[src/rtl/ram_8bit_pkg.sv]
// ram_8bit_pkg
// Shared defaults and word/address types for the 64 x 8 scratch RAM.
//   DATA_W : word width in bits
//   ADDR_W : address width in bits
//   DEPTH  : number of words (2**ADDR_W by default)
package ram_8bit_pkg;

    localparam int DATA_W = 8;
    localparam int ADDR_W = 6;
    localparam int DEPTH  = 2 ** ADDR_W;

    typedef logic [DATA_W-1:0] word_t;
    typedef logic [ADDR_W-1:0] addr_t;

endpackage

[src/rtl/ram_8bit_if.sv]
// ram_8bit_if
// Bundle between a RAM user and the bare storage array: one write port
// (wr_data/wr_addr/wr_en) and one combinational read port (rd_addr/rd_data).
//   master : drives the write port and the read address, receives rd_data
//   slave  : the storage side
interface ram_8bit_if #(
    parameter int DATA_W = ram_8bit_pkg::DATA_W,
    parameter int ADDR_W = ram_8bit_pkg::ADDR_W
);
    import ram_8bit_pkg::*;

    logic [DATA_W-1:0] wr_data;
    logic [ADDR_W-1:0] wr_addr;
    logic              wr_en;
    logic [ADDR_W-1:0] rd_addr;
    logic [DATA_W-1:0] rd_data;

    modport master (
        output wr_data,
        output wr_addr,
        output wr_en,
        output rd_addr,
        input  rd_data
    );

    modport slave (
        input  wr_data,
        input  wr_addr,
        input  wr_en,
        input  rd_addr,
        output rd_data
    );

endinterface

[src/rtl/ram_8bit_array.sv]
// ram_8bit_array
// Bare storage: DEPTH words of DATA_W bits, synchronous write, combinational
// read. No reset on the array so it maps onto block or distributed RAM.
//   clk  : rising-edge clock
//   port : ram_8bit_if slave (write port + read port)
module ram_8bit_array #(
    parameter int DATA_W = ram_8bit_pkg::DATA_W,
    parameter int ADDR_W = ram_8bit_pkg::ADDR_W,
    parameter int DEPTH  = ram_8bit_pkg::DEPTH
) (
    input logic          clk,
    ram_8bit_if.slave    port
);
    import ram_8bit_pkg::*;

    logic [DATA_W-1:0] mem [0:DEPTH-1];

    always_ff @(posedge clk) begin
        if (port.wr_en) begin
            mem[port.wr_addr] <= port.wr_data;
        end
    end

    assign port.rd_data = mem[port.rd_addr];

endmodule

[src/rtl/ram_8bit_core.sv]
// ram_8bit_core
// Single-port 64 x 8 RAM with a registered read address. q shows the word at
// the address captured on the previous rising edge; a write is visible on q
// right after its capturing edge when addr is held.
//   data  : write data
//   addr  : read/write address
//   we    : write enable, active-high
//   clk   : rising-edge clock
//   q     : read data (0 until the first edge after reset release)
//   rst_n : asynchronous active-low reset (clears addr_reg/rd_valid only)
module ram_8bit_core #(
    parameter int DATA_W = ram_8bit_pkg::DATA_W,
    parameter int ADDR_W = ram_8bit_pkg::ADDR_W,
    parameter int DEPTH  = ram_8bit_pkg::DEPTH
) (
    input  logic [DATA_W-1:0] data,
    input  logic [ADDR_W-1:0] addr,
    input  logic              we,
    input  logic              clk,
    output logic [DATA_W-1:0] q,
    input  logic              rst_n
);
    import ram_8bit_pkg::*;

    // One extra bit so DEPTH == 2**ADDR_W is representable in the compare.
    localparam logic [ADDR_W:0] DEPTH_L = (ADDR_W + 1)'(DEPTH);

    logic [ADDR_W-1:0] addr_reg;
    logic              rd_valid;
    logic              wr_in_range;
    logic              rd_in_range;

    ram_8bit_if #(.DATA_W(DATA_W), .ADDR_W(ADDR_W)) arr_bus ();

    assign wr_in_range = ({1'b0, addr} < DEPTH_L);
    assign rd_in_range = ({1'b0, addr_reg} < DEPTH_L);

    always_ff @(posedge clk or negedge rst_n) begin
        if (!rst_n) begin
            addr_reg <= '0;
            rd_valid <= 1'b0;
        end else begin
            addr_reg <= addr;
            rd_valid <= 1'b1;
        end
    end

    // The array has no reset, so a write is blocked while rst_n is low to
    // keep a reset that lands mid-write from corrupting memory.
    assign arr_bus.wr_data = data;
    assign arr_bus.wr_addr = addr;
    assign arr_bus.wr_en   = we & rst_n & wr_in_range;
    assign arr_bus.rd_addr = addr_reg;

    ram_8bit_array #(
        .DATA_W (DATA_W),
        .ADDR_W (ADDR_W),
        .DEPTH  (DEPTH)
    ) u_array (
        .clk  (clk),
        .port (arr_bus.slave)
    );

    assign q = (rd_valid && rd_in_range) ? arr_bus.rd_data : '0;

endmodule

[config.mk]
export PLATFORM = sky130hd
export DESIGN_NAME = ram_8bit_core
export DESIGN_NICKNAME = d
export VERILOG_FILES = /design/src/rtl/ram_8bit_pkg.sv /design/src/rtl/ram_8bit_if.sv /design/src/rtl/ram_8bit_array.sv /design/src/rtl/ram_8bit_core.sv
export SDC_FILE = /design/constraint.sdc
export NUM_CORES = 1
export LEC_CHECK = 0
export CORE_ASPECT_RATIO = 0.7
export CORE_MARGIN = 5
export CORE_UTILIZATION = 35
export CTS_BUF_LIST = sky130_fd_sc_hd__clkbuf_2
export DETAILED_ROUTE_END_ITERATION = 10
export HOLD_SLACK_MARGIN = 0.12
export PLACE_DENSITY = 0.55
export SYNTH_ARGS = -nofsm -noshare
export SYNTH_HDL_FRONTEND = slang
export SYNTH_SLANG_ARGS = --single-unit
[constraint.sdc]
create_clock -name clk -period 2.3 [get_ports clk]
set_input_delay 0.345 -clock clk [delete_from_list [all_inputs] [get_ports clk]]
set_output_delay 0.345 -clock clk [all_outputs]
set_load 0.02 [all_outputs]
==> results of run 1 <==
[final cells by class]
class                      instances  area share [%]
inverter                           1          0.0152
clock buffer                     167            3.39
tap                              750            3.81
antenna                            1          0.0101
clock inverter                    43            1.14
multi-input combinational        355            18.3
sequential                       519            63.1
timing repair buffer             279            10.2
[how the worst min path moves through the flow]
stage                     slack, ns    start                           end  cells past startpoint
after floorplan                0.05    rst_n         addr_reg[0]$_DFF_PN0_                      0
after global placement         0.70    rst_n         addr_reg[0]$_DFF_PN0_                      2
after detailed placement       0.70    rst_n         addr_reg[0]$_DFF_PN0_                      2
after CTS                      0.14  data[3]  u_array.mem[23][3]$_DFFE_PP_                      2
after global routing           0.16  data[3]  u_array.mem[29][3]$_DFFE_PP_                      2
final                          0.27  data[7]  u_array.mem[61][7]$_DFFE_PP_                      2
[kinds of logic (layout without fill, tap and decap cells)]
group           Yosys count  in the layout  synth area share (%)
compound gates           77             77                  2.74
buf+inv                  51            490                  1.67
flops                   519            519                  77.3
mux                     168            168                  15.9
other cells               1              2                0.0186
simple gates            109            109                  2.38
[where the power goes]
part	internal [uW]	switching (uW)
combinational	626	737
sequential	10400	23.6
clock	2410	3590
[metal layers]
| metal | share of wire, % | global-route usage, % | vias to the layer above | wire length (um) |
|---|---|---|---|---|
| li1 | - | - | 4673 | - |
| met1 | 46 | 25.7 | 5622 | 24200 |
| met2 | 43 | 23.5 | 446 | 22500 |
| met3 | 8.6 | 5.13 | 75 | 4500 |
| met4 | 1.6 | 4.31 | 2 | 853 |
| met5 | 0.025 | 0 | - | 13 |
[cell usage in the layout (no fill, tap or decap), drive strengths merged, types with 4 or more instances in the layout]
master | Yosys | layout
bufinv | 0 | 4
clkinv | 0 | 34
nor2 | 69 | 69
o221ai | 15 | 15
a22o | 7 | 7
clkbuf | 17 | 168
o21ai | 5 | 5
mux2i | 47 | 47
dlygate4sd3 | 0 | 16
buf | 33 | 253
nand3b | 4 | 4
clkdlybuf4s50 | 0 | 8
dfrtp | 7 | 7
nand2 | 15 | 15
a22oi | 18 | 18
mux4 | 121 | 121
o22ai | 7 | 7
a21oi | 16 | 16
nor2b | 7 | 7
inv | 1 | 4
edfxtp | 512 | 512
[synthesized netlist by cell type, drive strengths merged (15+ instances only)]
| cell | instances | area, sq um |
|---|---|---|
| edfxtp | 512 | 15400 |
| mux4 | 121 | 2740 |
| nor2 | 69 | 259 |
| mux2i | 47 | 470 |
| buf | 33 | 267 |
| a22oi | 18 | 135 |
| clkbuf | 17 | 65.1 |
| a21oi | 16 | 80.1 |
| nand2 | 15 | 56.3 |
| o221ai | 15 | 131 |
[per-stage QoR]
| stage | TNS (ns) | instance area (sq um) |
|---|---|---|
| floorplan | 0 | 20100 |
| global placement | -8.01 | 22700 |
| detailed placement | -7.75 | 22700 |
| CTS | -12.23 | 24500 |
| global route | -12.70 | 24700 |
| finish | -11.15 | 24700 |
[timing repair]
action | CTS | global route
pin swaps | 20 | 13
endpoints found under the hold margin | 525 | 0
resized for setup | 114 | 12
cloned | 3 | 1
endpoints found under the setup margin | 8 | 8
buffers inserted | 18 | 8
hold buffers | 16 | 0
==> out/results.tsv, run 1 <==
stage	metric	value	unit
yosys	Main synth FF type	edfxtp_1	
cts	H-tree depth	3	
drt	routed vias	10818	
drt	drt wl/cell	24.6	um
sta	Slew Limit Fails	0	
drt	First-pass DRT Iterations	5	
setup_path	crit path to	q[1]	
floorplan	Starting Density	35.4	%
floorplan	Die H	211	um
cts	Clock transition at path regs	0.11	ns
floorplan	Die Wd	297	um
placed_design	Port-buffer cells	24	
finish	P&R area growth vs syn	22.5	%
setup_path	crit start category	flop	
run	Max-cap violations	0	
yosys	Seq cells post-synth	519	
finish	max reg flops	512	
setup_path	CP dominant cell by count	buf_12	
cts	Bufs on Longest Clock Path	3	
drt	Remaining DRCs	0	
grt	initial antenna violation count	2	
sta	Final setup viols	8	
setup_path	Worst EP arrival	3.42	ns
grt	GRT Residual Overflow	0	
pwr	Cell Pwr Density	722	nW/um^2
yosys	Post-synth EDFFs	512	
cts	CTS Sinks	519	
pwr	peak supply drop	0.390	mV
yosys	Syn Inst Count	925	
sta	headroom to the max-slew limit	52.3	%
sta	post-route worst setup slack	-1.46	ns
yosys	Yosys cell types	40	
finish	layout cells sized above 1	44.4	%
drt	Post-DRT Antenna Nets	0	
finish	Util after Layout	43.4	%
sta	RSZ-0062 raised after global routing	true	
pwr	Pwr Total	17800	uW
setup_path	Crit. Startpoint	addr_reg[0]$_DFF_PN0_	
setup_path	CP Max Fanout	6	
placed_design	RePlAce Congestion	0.855	
setup_path	CP endpoint kind	primary output	
yosys	Post-Synthesis Cell Area	20100	sq um
floorplan	Die ar.	62500	sq um
setup_path	Stages on worst setup path	8	
grt	total global-route track usage	16.8	%
run_status	outcome	finished with violations	
yosys	syn avg cell area	21.8	sq um
sta	Final Hold Viols	0	
setup_path	CP Data Required Time	1.96	ns
worst_hold_path	Hold Crit Class	primary input to flop	
sta	Least-Margin Pin Slew	0.716	ns
yosys	Synthesized Nets	942	
sta	Final Cycle Share	164	%
pwr	Leak Pwr	0.00837	uW
grt	pin count of the biggest net entering global routing	65	
placed_design	dpl ws	-1.03	ns
floorplan	Site Rows	73	
yosys	sequential fraction of the synthesis area	77.3	%
yosys	Synth async-reset ratio	1.35	%
finish	register area	15600	sq um
drt	DR iter-0 viols	878	
finish	Filler cells	5044	
setup_path	worst-path cell chain	buf_12 -> buf_12 -> buf_8 -> mux4_2 -> mux2i_4 -> a21oi_2 -> a22o_1 -> buf_6	
run_status	failing checks	setup timing	
cts	Root Buffer	clkbuf_2	
floorplan	CORE AREA	56800	sq um
placed_design	placed cell count	1860	
cts	CTS tree	done	
setup_path	Worst path max stage delay	0.61	ns
yosys	YS warnings	0	
floorplan	io pins	25	
grt	vias in the first global route	11180	
placed_design	post-detail-place hpwl	33800	um
setup_path	Worst Path Buf+Inv	4	
sta	min cycle time layout	3.76	ns
setup_path	family with the most delay on the worst path	multiplexers	
sta	Final Hold Slack	0.274	ns
cts	TritonCTS buffer count	117	
finish	Final #Nets	1290	
drt	vias per inst	5.11	
drt	WL final	52100	um
setup_path	critical path type	flop to primary output	
finish	area of the multi-input gates	4510	sq um
setup_path	Slowest-stage cell, CP	mux4_2	
finish	Final Non-Filler Cells	2115	
sta	FMAX	266	MHz
grt	global-route wire length before repair	76000	um
No activity file was read; power rests on OpenSTA's default activity.
==> run 2, diff against run 1 <==
ABC_AREA = 1   (was not set)
CELL_PAD_IN_SITES_DETAIL_PLACEMENT = 0   (was not set)
CELL_PAD_IN_SITES_GLOBAL_PLACEMENT = 1   (was not set)
PLACE_DENSITY = 0.63   (was 0.55)
==> run 2 against run 1 <==
  * The flow still finishes with violations (setup timing)
  * Clock power shrank 1%
  * Sequential share of layout area is 7.4 points lower
  * Critical path depth up 5
  * Cell count is 42% higher
  * Combinational power up 58%
  * Sequential cell count stayed put
  * Highest routed layer is now met4
  * Critical path type unchanged
  * Count of clock-buffer cells in the layout grew 12
  * Hold slack got worse by 0.016 ns
  * Critical endpoint is now q[2]
  * Via count up 43%
==> out/results.tsv, run 2 <==
stage	metric	value	unit
yosys	Post-synth top cells	nand2_1 (641), edfxtp_1 (512), nand3_1 (440), nor2_1 (64), buf_2 (30)	
pwr	peak supply drop	0.359	mV
sta	Least-Margin Pin Slew	1.01	ns
cts	CTS tree	done	
yosys	Synthesized Nets	1821	
yosys	Main synth FF type	edfxtp_1	
yosys	Post-synth EDFFs	512	
drt	WL final	68900	um
floorplan	Die H	216	um
grt	global-route wire length before repair	94700	um
pwr	Cell Pwr Density	663	nW/um^2
drt	drt wl/cell	23.0	um
finish	Final #Nets	2113	
cts	TritonCTS buffer count	118	
drt	routed vias	15483	
floorplan	Die Wd	304	um
cts	CTS Sinks	519	
run	Max-cap violations	0	
sta	Final setup viols	8	
cts	H-tree depth	3	
sta	RSZ-0062 raised after global routing	true	
finish	commonest non-fill, non-tap cell in the layout	nand2_1	
cts	Bufs on Longest Clock Path	3	
yosys	largest cells by area after synthesis	edfxtp_1 (72%), nand2_1 (11%), nand3_1 (10%), nor2_1 (1.1%), buf_6 (1.1%)	
worst_hold_path	Hold Crit Class	primary input to flop	
drt	DR iter-0 viols	1890	
worst_hold_path	Hold Startpoint	data[3]	
grt	vias in the first global route	14456	
yosys	Seq cells post-synth	519	
drt	vias per inst	5.16	
yosys	Post-Synthesis Cell Area	21200	sq um
sta	Final Cycle Share	152	%
sta	FMAX	286	MHz
placed_design	dpl ws	-0.689	ns
grt	total global-route track usage	19.0	%
yosys	Yosys top cell area share	72.4	%
finish	P&R area growth vs syn	31.5	%
setup_path	CP Max Fanout	14	
grt	met3 Track Usage GR	3.90	%
yosys	Syn Inst Count	1804	
sta	Setup TNS	-9.14	ns
yosys	syn avg cell area	11.8	sq um
setup_path	critical path type	flop to primary output	
run_status	failing checks	setup timing	
drt	First-pass DRT Iterations	6	
yosys	post-synth top area cell	edfxtp_1	
sta	min cycle time layout	3.49	ns
pwr	Leak Pwr	0.0105	uW
floorplan	CORE AREA	60000	sq um
grt	GRT busiest layer	met1	
floorplan	Starting Density	35.4	%
drt	Post-DRT Antenna Nets	0	
placed_design	Port-buffer cells	24	
yosys	Synth async-reset ratio	1.35	%
yosys	sequential fraction of the synthesis area	73.3	%
run_status	outcome	finished with violations	
setup_path	Worst EP arrival	3.15	ns
floorplan	Site Rows	75	
yosys	count leader, synth	nand2_1	
finish	layout cells sized above 1	33.9	%
yosys	Yosys cell types	17	
finish	most frequent cells in the layout	nand2_1 (534), edfxtp_1 (512), nand3_1 (264)	
cts	Root Buffer	clkbuf_2	
grt	pin count of the biggest net entering global routing	65	
drt	Remaining DRCs	0	
floorplan	io pins	25	
sta	post-route worst setup slack	-1.19	ns
setup_path	Crit. Startpoint	addr_reg[0]$_DFF_PN0_	
grt	GRT Residual Overflow	0	
cts	Clock transition at path regs	0.13	ns
placed_design	post-detail-place hpwl	37200	um
finish	max reg flops	512	
floorplan	Die ar.	65700	sq um
placed_design	RePlAce Congestion	0.915	
yosys	YS warnings	0	
grt	initial antenna violation count	1	
setup_path	CP endpoint kind	primary output	
setup_path	CP Data Required Time	1.96	ns
sta	headroom to the max-slew limit	32.4	%
grt	met2 usage	26.8	%
sta	Slew Limit Fails	0	
finish	Filler cells	5443	
grt	grt met1 use	30.2	%
setup_path	crit start category	flop	
sta	Final Hold Viols	0	
[run 2: cell types whose count changed after synthesis, moves of 9 or more]
cell,delta
a22oi_1,-18
buf_2,+18
inv_1,+11
nand2_1,+626
buf_1,+10
o221ai_1,-15
mux2i_1,-47
mux4_2,-118
nand3_1,+437
buf_4,+13
buf_6,+12
clkbuf_1,+9
[run 2: power by group]
part           total (uW)  leakage, uW  switching, uW  internal [uW]
logic                2150      0.00504           1320            833
registers           10400      0.00468           18.0          10400
clock network        5910     0.000829           3710           2200
[run 2: cell type report]
cell class	instances	area (sq um)	area share (%)
diodes	2	5.00	0.0179
clock buffers	179	896	3.21
clock inverters	34	176	0.632
inverters	14	72.6	0.260
multi-input cells	1162	6370	22.8
flip-flops and latches	519	15600	55.8
well taps	808	1010	3.62
repair buffers	279	3770	13.5
repair inverters	2	41.3	0.148
[run 2: final timing paths]
path	to	slack (ns)	cells past startpoint
max in group asynchronous	addr_reg[1]$_DFF_PN0_	1.50	4
hold / removal	u_array.mem[40][3]$_DFFE_PP_	0.26	3
setup / recovery	q[2]	-1.19	13
min in group asynchronous	addr_reg[2]$_DFF_PN0_	0.58	4
[run 2: cells by family after synthesis]
family | Yosys count | share of synthesized area, %
buffers and inverters | 123 | 3.45
other | 1 | 0.0177
AOI/OAI and AO/OA | 8 | 0.189
DFF | 519 | 73.3
and+or+nand+nor | 1153 | 23.1
[run 2: what timing repair did]
action / in CTS / in global routing
setup endpoints to repair: 8 / 8
gates cloned: 16 / 40
pin swaps: 21 / 143
hold buffers: 18 / 0
gates resized for setup: 171 / 277
hold endpoints to repair: 525 / 0
buffers inserted: 14 / 7
[run 2: routing by layer]
metal	share of wire, %	up-vias
met3	8.1	93
met4	1.7	0
met2	42	637
met1	49	7711
li1	-	7042
met5	0	-
[run 2: metrics by stage]
step,instances,hold slack [ns],total power [uW],cell area [sq um],util (%)
global placement,2697,0.633,12100,23500,39.1
CTS,2958,0.129,18200,25800,43.1
floorplan,1804,0.0494,11300,21200,-
detailed placement,2697,0.631,12100,23500,39.1
global route,2998,0.171,19300,27900,46.5
finish,2999,0.258,18500,27900,46.5
[run 2: worst max-delay path, stage by stage (launching register included)]
cell,delay [ns]
dfrtp_4,0.55
clkinv_8,0.13
buf_12,0.11
buf_16,0.14
buf_6,0.13
nand2_1,0.06
nand3_2,0.07
nand3_2,0.10
nand2_2,0.10
nand2_1,0.07
nand3_2,0.10
nand3_2,0.13
a21oi_4,0.22
buf_6,0.15
==> run 3, diff against run 2 <==
MAX_ROUTING_LAYER = met4   (was not set)
==> run 3 against run 2 <==
  * The run still ends with setup timing left
  * Combinational power decreased by 10%
  * Wire length fell by 4.2%
  * Sequential cell count stayed put
  * Die area unchanged
  * Power decreased by 1.3%
  * Core utilization fell by 1.9 points
  * Design area down 4.0%
  * Critical path depth fell by 1
  * Sequential share of layout area is 2.3 points higher
  * Via count shrank 1.8%
  * Critical path type unchanged
  * Largest cell class unchanged
==> out/results.tsv, run 3 (same netlist as run 2, synthesis figures left out) <==
stage	metric	value	unit
run_status	outcome	finished with violations	
run_status	failing checks	setup timing	
sta	Slew Limit Fails	0	
floorplan	io pins	25	
sta	Final setup viols	8	
placed_design	Port-buffer cells	24	
placed_design	placed cell count	2697	
grt	GRT busiest layer	met1	
setup_path	crit start category	flop	
floorplan	Site Rows	75	
run	Max-cap violations	0	
finish	layout cells sized above 1	28.0	%
grt	grt met1 use	30.3	%
sta	min cycle time layout	3.49	ns
sta	FMAX	286	MHz
setup_path	Worst path max stage delay	0.51	ns
sta	Final Cycle Share	152	%
worst_hold_path	Hold Crit Class	primary input to flop	
setup_path	family with the most delay on the worst path	simple AND/OR/NAND/NOR gates	
cts	H-tree depth	3	
cts	TritonCTS buffer count	118	
drt	Remaining DRCs	0	
drt	Post-DRT Antenna Nets	0	
floorplan	Die H	216	um
cts	Bufs on Longest Clock Path	3	
sta	Setup TNS	-9.20	ns
finish	P&R area growth vs syn	26.2	%
drt	DR iter-0 viols	1843	
setup_path	CP endpoint kind	primary output	
cts	Clock transition at path regs	0.12	ns
grt	initial antenna violation count	1	
pwr	Cell Pwr Density	682	nW/um^2
placed_design	post-detail-place hpwl	37200	um
sta	post-route worst setup slack	-1.19	ns
floorplan	Die ar.	65700	sq um
setup_path	Worst EP arrival	3.15	ns
floorplan	Starting Density	35.4	%
pwr	peak supply drop	0.359	mV
sta	RSZ-0062 raised after global routing	true	
setup_path	Slowest-stage cell, CP	dfrtp_4	
worst_hold_path	Hold Startpoint	data[4]	
finish	Final Non-Filler Cells	2977	
grt	GRT Residual Overflow	0	
setup_path	Worst Path Buf+Inv	4	
cts	Root Buffer	clkbuf_2	
sta	Least-Margin Pin Slew	0.800	ns
drt	vias per inst	5.11	
finish	most frequent cells in the layout	nand2_1 (580), edfxtp_1 (512), nand3_1 (331)	
setup_path	CP dominant cell by count	nand2_1	
grt	met3 Track Usage GR	3.84	%
sta	headroom to the max-slew limit	46.6	%
setup_path	CP Data Required Time	1.96	ns
drt	First-pass DRT Iterations	5	
worst_hold_path	Worst Hold Path EP	u_array.mem[47][4]$_DFFE_PP_	
grt	vias in the first global route	14424	
sta	Final Hold Viols	0	
pwr	Leak Pwr	0.0101	uW
cts	CTS tree	done	
setup_path	worst-path cell chain	buf_12 -> buf_16 -> buf_12 -> nand2_1 -> nand3_1 -> nand3_2 -> nand2_1 -> nand2_1 -> nand3_1 -> nand3_2 -> a21oi_4 -> buf_6	
floorplan	CORE AREA	60000	sq um
grt	total global-route track usage	19.6	%
finish	commonest non-fill, non-tap cell in the layout	nand2_1	
setup_path	CP Max Fanout	12	
placed_design	RePlAce Congestion	0.931	
drt	WL final	66000	um
floorplan	Die Wd	304	um
grt	global-route wire length before repair	94800	um
finish	Final #Nets	2092	
cts	CTS Sinks	519	
drt	routed vias	15202	
finish	max reg flops	512	
grt	pin count of the biggest net entering global routing	65	
drt	drt wl/cell	22.2	um
placed_design	dpl ws	-0.689	ns
grt	met2 usage	26.7	%
worst_hold_path	Hold Path Depth	3	
setup_path	critical path type	flop to primary output	
[run 3: through the flow]
step	util, %	hold WS, ns	power [uW]	cell area, sq um
CTS	43.1	0.129	18200	25800
global placement	39.1	0.633	12100	23500
detailed placement	39.1	0.631	12100	23500
finish	44.7	0.268	18300	26800
global route	44.7	0.166	19100	26800
floorplan	-	0.0494	11300	21200
[run 3: final cells by class]
type | instances | area, sq um
Clock buffer | 179 | 896
Sequential cell | 519 | 15600
Fill cell | 5565 | 33200
Inverter | 14 | 72.6
Timing Repair inverter | 1 | 30.0
Timing Repair Buffer | 259 | 3270
Tap cell | 808 | 1010
Multi-Input combinational cell | 1162 | 5770
Clock inverter | 34 | 176
Antenna cell | 1 | 2.50
[run 3: how the worst max path moves through the flow]
stage	startpoint	endpoint	cells past startpoint
2_1_floorplan	addr_reg[0]$_DFF_PN0_	q[4]	12
3_3_place_gp	addr_reg[0]$_DFF_PN0_	q[1]	11
3_5_place_dp	addr_reg[0]$_DFF_PN0_	q[1]	11
4_1_cts	addr_reg[0]$_DFF_PN0_	q[5]	14
5_1_grt	addr_reg[0]$_DFF_PN0_	q[2]	12
6_report	addr_reg[0]$_DFF_PN0_	q[2]	12
[run 3: tightest hold or removal path: stages]
cell and delay, ns:
dlygate4sd3_1 0.53, buf_2 0.13, buf_12 0.18
[run 3: power breakdown]
part / internal [uW] / switching [uW] / total, uW
combinational: 717 / 1210 / 1930
sequential: 10400 / 17.6 / 10400
clock: 2200 / 3690 / 5900
[run 3: per-layer routing]
layer	vias up	part of all wire, %
met5	-	0
met4	0	1.8
met1	7511	49
met2	613	42
met3	95	7.5
li1	6983	-
[run 3: repair_timing]
action	CTS	global route
buffers inserted	14	9
endpoints found under the setup margin	8	8
gates cloned	16	17
hold buffers	18	0
gates resized for setup	171	138
hold endpoints to repair	525	0
pin swaps	21	59
